**src/rtl/control_config_campos.sv**
```systemverilog
// Turns debounced switches/buttons into configuration commands: mode select,
// field index, inc/dec pulses with auto-repeat, and commit strobe.
module control_config_campos #(
  parameter int unsigned REPEAT_DELAY_CYC = 50_000_000,
  parameter int unsigned REPEAT_RATE_CYC  = 10_000_000,
  parameter int unsigned NUM_CAMPOS       = 3
) (
  input  logic       clk,
  input  logic       reset,
  input  logic [3:0] sw_db,
  input  logic [4:0] btn_db,
  output logic [1:0] modo,
  output logic [1:0] campo,
  output logic       inc_pulse,
  output logic       dec_pulse,
  output logic       escribir,
  output logic       formato_12h
);

  localparam int unsigned MAX_CYC = (REPEAT_DELAY_CYC > REPEAT_RATE_CYC) ?
                                    REPEAT_DELAY_CYC : REPEAT_RATE_CYC;
  localparam int unsigned CNT_W   = (MAX_CYC > 1) ? $clog2(MAX_CYC) : 1;

  localparam logic [CNT_W-1:0] DELAY_LOAD = CNT_W'(REPEAT_DELAY_CYC - 1);
  localparam logic [CNT_W-1:0] RATE_LOAD  = CNT_W'(REPEAT_RATE_CYC - 1);
  localparam logic [1:0]       CAMPO_LAST = 2'(NUM_CAMPOS - 1);

  localparam logic [1:0] M_NORMAL    = 2'b00;
  localparam logic [1:0] M_CFG_HORA  = 2'b01;
  localparam logic [1:0] M_CFG_FECHA = 2'b10;
  localparam logic [1:0] M_CFG_TIMER = 2'b11;

  localparam logic [1:0] R_IDLE  = 2'b00;
  localparam logic [1:0] R_DELAY = 2'b01;
  localparam logic [1:0] R_RATE  = 2'b10;

  logic [1:0]       mode_q, mode_d;
  logic [1:0]       campo_q, campo_d;
  logic [1:0]       rep_q, rep_d;
  logic             dir_q, dir_d;      // 0 = UP, 1 = DOWN
  logic [CNT_W-1:0] cnt_q, cnt_d;
  logic             inc_q, inc_d;
  logic             dec_q, dec_d;
  logic             wr_q, wr_d;
  logic [4:0]       btn_q;
  logic             fmt_q;

  logic [4:0] rise;
  logic       in_cfg;
  logic       held;

  // State and output registers
  always_ff @(posedge clk or negedge reset) begin
    if (!reset) begin
      mode_q  <= M_NORMAL;
      campo_q <= 2'b00;
      rep_q   <= R_IDLE;
      dir_q   <= 1'b0;
      cnt_q   <= '0;
      inc_q   <= 1'b0;
      dec_q   <= 1'b0;
      wr_q    <= 1'b0;
      btn_q   <= 5'b00000;
      fmt_q   <= 1'b0;
    end else begin
      mode_q  <= mode_d;
      campo_q <= campo_d;
      rep_q   <= rep_d;
      dir_q   <= dir_d;
      cnt_q   <= cnt_d;
      inc_q   <= inc_d;
      dec_q   <= dec_d;
      wr_q    <= wr_d;
      btn_q   <= btn_db;
      fmt_q   <= sw_db[3];
    end
  end

  // Next-state: mode priority, field navigation, UP/DOWN repeat
  always_comb begin
    mode_d  = M_NORMAL;
    campo_d = campo_q;
    rep_d   = rep_q;
    dir_d   = dir_q;
    cnt_d   = cnt_q;
    inc_d   = 1'b0;
    dec_d   = 1'b0;
    wr_d    = 1'b0;
    rise    = btn_db & ~btn_q;
    in_cfg  = (mode_q != M_NORMAL);
    held    = dir_q ? (btn_db[1] && !btn_db[0]) : (btn_db[0] && !btn_db[1]);

    if (sw_db[0])      mode_d = M_CFG_HORA;
    else if (sw_db[1]) mode_d = M_CFG_FECHA;
    else if (sw_db[2]) mode_d = M_CFG_TIMER;

    if (in_cfg && (mode_d != mode_q)) begin
      // Leaving a config mode commits and drops any edit/repeat in progress
      wr_d    = 1'b1;
      campo_d = 2'b00;
      rep_d   = R_IDLE;
      cnt_d   = '0;
    end else if (!in_cfg) begin
      if (mode_d != M_NORMAL) campo_d = 2'b00;
    end else begin
      if (rise[4]) begin
        wr_d    = 1'b1;
        campo_d = 2'b00;
      end else if (rise[3] && !rise[2]) begin
        campo_d = (campo_q == CAMPO_LAST) ? 2'b00 : campo_q + 2'd1;
      end else if (rise[2] && !rise[3]) begin
        campo_d = (campo_q == 2'b00) ? CAMPO_LAST : campo_q - 2'd1;
      end

      case (rep_q)
        R_IDLE: begin
          if (rise[0] && !btn_db[1]) begin
            inc_d = 1'b1;
            dir_d = 1'b0;
            cnt_d = DELAY_LOAD;
            rep_d = R_DELAY;
          end else if (rise[1] && !btn_db[0]) begin
            dec_d = 1'b1;
            dir_d = 1'b1;
            cnt_d = DELAY_LOAD;
            rep_d = R_DELAY;
          end
        end
        R_DELAY, R_RATE: begin
          if (!held) begin
            rep_d = R_IDLE;
            cnt_d = '0;
          end else if (cnt_q == '0) begin
            inc_d = !dir_q;
            dec_d = dir_q;
            cnt_d = RATE_LOAD;
            rep_d = R_RATE;
          end else begin
            cnt_d = cnt_q - CNT_W'(1);
          end
        end
        default: begin
          rep_d = R_IDLE;
          cnt_d = '0;
        end
      endcase
    end
  end

  assign modo        = mode_q;
  assign campo       = campo_q;
  assign inc_pulse   = inc_q;
  assign dec_pulse   = dec_q;
  assign escribir    = wr_q;
  assign formato_12h = fmt_q;

endmodule

```
**config.mk**
```make
export PLATFORM = sky130hd
export DESIGN_NAME = control_config_campos
export DESIGN_NICKNAME = d
export VERILOG_FILES = /design/src/rtl/control_config_campos.sv
export SDC_FILE = /design/constraint.sdc
export NUM_CORES = 1
export LEC_CHECK = 0
export BUFFER_PORTS_ARGS = -buffer_cell sky130_fd_sc_hd__buf_2
export CAP_MARGIN = 5
export CORE_MARGIN = 3
export CORE_UTILIZATION = 35
export CTS_CLUSTER_SIZE = 28
export DETAILED_ROUTE_END_ITERATION = 12
export GPL_ROUTABILITY_DRIVEN = 0
export PLACE_DENSITY = 0.62
export SETUP_SLACK_MARGIN = 0.15
export SLEW_MARGIN = 20
export SYNTH_ARGS = -nofsm -noshare
export SYNTH_HDL_FRONTEND = slang
export SYNTH_SLANG_ARGS = --single-unit
```
**constraint.sdc**
```tcl
create_clock -name clk -period 2.2 [get_ports clk]
set_clock_uncertainty 0.15 [all_clocks]
set_input_delay 0.11 -clock clk [delete_from_list [all_inputs] [get_ports clk]]
set_output_delay 0.11 -clock clk [all_outputs]
set_load 0.005 [all_outputs]
```
== After elaboration in Yosys (flattened, before gate mapping) ==
Index checks and enable logic that the tools add are counted.

* Word-level logic and storage cells: 92
* Output and inout port bits: 8
* Input port bits: 11
* Flip-flop bits (word level): 42

* $add $sub $neg: 3
* Equality and inequality tests: 7
* Reductions and logical operators: 25
* Bitwise logic cells: 3
* Multiplexer cells: 44

{| class="wikitable"
|+ Operators with widths
! cell !! number
|-
| $mux W26 || 6
|-
| $pmux W26 S2 || 1
|-
| $mux W2 || 17
|-
| $logic_not A26 Y1 || 1
|-
| $sub A26 B1 Y26 const B || 1
|-
| $mux W1 || 17
|-
| $ne A4 B4 Y1 const B || 2
|-
| $reduce_bool A2 Y1 || 4
|-
| $logic_and A1 B1 Y1 || 7
|-
| $and A5 B5 Y5 || 1
|-
| $logic_not A1 Y1 || 5
|-
| $ne A5 B2 Y1 const B || 1
|-
| $not A5 Y5 || 1
|-
| $eq A2 B2 Y1 const B || 2
|-
| $logic_not A2 Y1 || 2
|-
| $pmux W1 S2 || 2
|-
| $pmux W2 S2 || 1
|-
| $reduce_and A2 Y1 || 2
|-
| $reduce_and A4 Y1 || 1
|-
| $reduce_and A3 Y1 || 1
|-
| $reduce_bool A3 Y1 || 1
|-
| $add A2 B1 Y2 const B || 1
|-
| $eq A2 B1 Y1 const B || 1
|-
| $ne A2 B2 Y1 || 1
|-
| 3 further kinds || 3
|}

== Longest topological paths before layout ==
* Depth after elaboration: 9
* Mapped depth: 9
* Mapped depth without buffers: 8

== Least setup slack after synthesis ==
Ideal clock, no wire load.

* Path type: register -> register
* Start: register rep_q[0]
* End: register cnt_q[16]
* Path slack: -0.050 ns
* Period minus slack after synthesis: 2.250 ns
* Stages on the path, launching flop included: 8
* Data required time: 1.974 ns
* Library setup time: 0.076 ns
* Arrival time: 2.024 ns
* Path buffers: 1
* Path through: dfrtp_1 -> ha_1 -> or2_1 -> a21o_1 -> or3_1 -> buf_2 -> or4_1 -> o21ai_1

* Cells in the longest elaborated chain, start to end: 5

{| class="wikitable"
|+ Ends and longest elaborated chain
! what !! line !! RTL
|-
| start: declaration || 39 || <nowiki>logic [1:0] rep_q, rep_d;</nowiki>
|-
| start signal: assignment || 68 || <nowiki>rep_q <= rep_d;</nowiki>
|-
| $eq A2 B1 Y1 / $eq A2 B2 Y1 (equally long branches) || 115 || <nowiki>case (rep_q)</nowiki>
|-
| $reduce_or A2 Y1 || 115 ||
|-
| $pmux W26 S2 || 115 ||
|-
| $mux W26 || 103 || <nowiki>end else if (!in_cfg) begin</nowiki>
|-
| $mux W26 || 97 || <nowiki>if (in_cfg && (mode_d != mode_q)) begin</nowiki>
|-
| end signal: assignment || 70 || <nowiki>cnt_q <= cnt_d;</nowiki>
|-
| end: declaration || 41 || <nowiki>logic [CNT_W-1:0] cnt_q, cnt_d;</nowiki>
|}

Parallel ways exist; a longest one is shown, timed or not. The select of a mux whose other input is x is not followed.
A chain may end at the register's enable or synchronous reset.

== Final worst setup path ==
* Start: register rep_q[1]
* End: register cnt_q[16]

The elaborated chain is that of the path after synthesis.

==> results by group <==
Status
  • Result of the run: completed

Clock network
  • Number of clock sinks: 42
  • CTS root buffer: clkbuf_8
  • Total CTS buffers: 5
  • Clock edge transition at the registers on the reported setup and hold paths: 0.08 ns
  • Number of buffers on the longest clock path: 2
  • TritonCTS clock tree: built
  • H-tree depth: 2
  • Clock insertion delay at the later pin of the skew report: 0.31 ns

Yosys
  • Mean Syn Cell Area: 9.04 sq um
  • Fraction of the yosys area taken by sequential cells: 0.444
  • Async set or reset register ratio after synthesis: 1.00
  • Main synth FF type: dfrtp_1
  • Number of enable-type register cells in the synthesized netlist: 0
  • Total of flip-flops plus latches after synthesis: 42
  • Yosys synthesis warning count: 0
  • Count of different cell masters after synthesis: 49
  • Post-Syn Instances: 262
  • Area of the mapped netlist: 0.00237 sq mm
  • Net count after synthesis: 279

Worst setup path
  • Worst reg2reg setup slack: 0.005 ns
  • Type of the worst setup path: flop to flop
  • Data required time of the worst path: 2.29 ns
  • CP endpoint kind: flop
  • R2R cell count: 6
  • Worst Path Arrival: 2.28 ns
  • Crit start category: flop
  • Highest net fanout along the worst path: 6

Global route
  • Aggregate global-route resource usage: 0.178
  • Wire length of the first global-routing pass: 10800 um
  • Fraction of met2 tracks used by global routing: 0.305
  • Remaining Overflow, GRT: 0
  • Initial antenna violation count: 0
  • Gr busiest metal: met2
  • Vias in the first global route: 2336
  • Met1 Track Usage GR: 0.221
  • Met3 routing resource usage after global routing: 0.0354
  • Maximum number of pins on one net before global-route repair: 43

Timing
  • Count of final hold-check violations: 0
  • Unrepaired setup endpoints after global routing: yes
  • Fin crit share: 0.998
  • Top achievable clock speed: 456 MHz
  • Tightest hold margin: 0.0513 ns
  • Final setup viols: 0
  • Tmin final: 2.20 ns
  • Transition at the pin with the smallest max-transition slack: 0.565 ns
  • Worst slew margin relative to its limit: 0.623
  • Total count of max-transition violations in the final report: 0
  • Setup Total Neg Slack: 0 ns

Drt
  • Detailed-route DRC error count: 0
  • Detailed-route via count: 2384
  • Routed Antenna Nets: 0
  • Routed WL: 7010 um
  • Number of vias per cell: 5.65
  • First-iteration detailed-routing DRC count: 169
  • Post-detailed-route wirelength per cell: 16.6 um
  • Number of iterations in the first detailed-routing pass: 4

Floorplan
  • Placeable core area: 0.00646 sq mm
  • Die boundary height: 88.3 um
  • Die outline width: 88.3 um
  • Placement row count: 29
  • Starting density of the core: 0.367
  • Number of I/O pins: 19
  • Area enclosed by the die boundary: 0.00779 sq mm

Layout
  • Layout overhead on the synthesized area: 46.7%
  • Fill cell instance count of the final layout: 568
  • Design area: 0.00348 sq mm
  • Antenna cell count: 0
  • Share of layout cells above drive strength 1: 0.388
  • Final Non-Filler Cells: 422
  • Final net count: 361

Hold path
  • Cells on Worst Hold Path: 2
  • Worst hold path type: input port to flop

Power and ir drop
  • Leakage power total: 1.59 nW
  • IR Drop Worst-Case VDD: 0.000516 V
  • Total power after layout: 0.00443 W
  • Areal power density over the cells: 1270 mW/mm^2

Placed design
  • Quantity of I/O buffers inserted on ports: 18
  • Number of cells in the design after placement: 382
  • Post-DP Area: 0.00280 sq mm
  • DPL Wire Length: 4120 um

Job
  • Maximum capacitance violations: 0
Yosys cell counts, drive strengths merged (3+ instances only):
master | number | area [sq um]
dfrtp | 42 | 1050
nor3 | 19 | 100
a21oi | 21 | 109
nor2 | 20 | 77.6
nand2 | 14 | 52.6
inv | 14 | 52.6
nand3b | 4 | 30.0
or2 | 4 | 25.0
a21o | 5 | 37.5
a31oi | 5 | 31.3
nor3b | 3 | 27.5
a221o | 4 | 40.0
nor4 | 6 | 37.5
nand2b | 4 | 25.0
buf | 3 | 15.0
a211o | 6 | 52.6
ha | 6 | 75.1
clkbuf | 7 | 26.3
o21ai | 26 | 130
or3 | 11 | 68.8
nand3 | 7 | 35.0
o31ai | 3 | 22.5
per-stage QoR:
step,utilization,worst slack (ns)
after floorplan,-,0.0288
after global placement,0.434,0.0617
after detailed placement,0.434,0.0150
after CTS,0.480,0.0580
after global routing,0.538,-0.121
final,0.538,0.00494
cell type report:
type,count,area (sq um),area share
clock buffer,6,82.6,0.0238
clock inverter,2,12.5,0.00360
inverter,14,52.6,0.0151
multi-input combinational,197,1530,0.439
sequential,42,1050,0.302
tap,77,96.3,0.0277
timing repair buffer,84,654,0.188
critical path, cell delays in order, from the launching register on:
cell and delay, ns:
dfrtp_1 0.40, ha_2 0.20, or2_1 0.24, a21o_1 0.18, or3_4 0.43, or4_1 0.41
o21ai_1 0.13
sequential cells by signal, indices dropped and copies added, names as in the netlist, 2 cells and up:
| register | cells |
|---|---|
| btn_q | 5 |
| rep_q | 2 |
| campo | 2 |
| modo | 2 |
| cnt_q | 26 |
per-layer routing:
layer / vias up / wire, um
li1: 1139 / -
met5: - / 0
met2: 58 / 3550
met1: 1174 / 3010
met4: 0 / 163
met3: 13 / 280
worst paths after layout:
check | to | startpoint
min in group asynchronous | cnt_q[4]$_DFFE_PN0P_ | reset
worst max register to register | cnt_q[16]$_DFFE_PN0P_ | rep_q[1]$_DFFE_PN0P_
worst min-delay path | dec_pulse$_DFF_PN0_ | btn_db[0]
max in group asynchronous | dec_pulse$_DFF_PN0_ | reset
worst min register to register | cnt_q[16]$_DFFE_PN0P_ | cnt_q[16]$_DFFE_PN0P_
worst max-delay path | cnt_q[16]$_DFFE_PN0P_ | rep_q[1]$_DFFE_PN0P_
cells by family (layout without fill, tap and decap cells):
kind of cell             after synthesis  count (layout)  synth area share
multiplexers                           2               2           0.00845
adder cells (fa/ha/maj)                6               6            0.0317
AND/OR/NAND/NOR                      102             103             0.242
buffers and inverters                 24             106            0.0396
flip-flops                            42              42             0.444
AO/OA/AOI/OAI                         83              83             0.223
XOR/XNOR                               3               3            0.0111
power by group:
part | switching, W | internal (W) | total, W
Sequential | 0.000154 | 0.000907 | 0.00106
Combinational | 0.00150 | 0.00133 | 0.00282
Clock | 0.000291 | 0.000253 | 0.000543
layout by cell type (no fill, tap or decap), drive strengths merged, types with 2 or more instances in the layout:
cell,instances
a21o,5
nand3b,4
nand3,7
or2,5
dlygate4sd3,11
a31oi,5
nor2b,2
o21ai,26
nor2,20
nand4b,2
o211ai,2
ha,6
dfrtp,42
a211o,6
nand2,14
a21oi,21
a221o,4
buf,73
a31o,2
nor4,6
o31ai,3
clkbuf,6
mux2i,2
nor3b,3
xor2,2
nor3,19
inv,14
a32oi,2
o311ai,2
nand2b,4
or3,11
repair_timing:
item,CTS,global route
endpoints found under the hold margin,52,0
endpoints found under the setup margin,21,29
setup buffers,5,14
pin swaps,6,28
gates resized for setup,13,66
hold buffers,11,0
cloned,0,2
No activity file was read; power rests on OpenSTA's default activity.
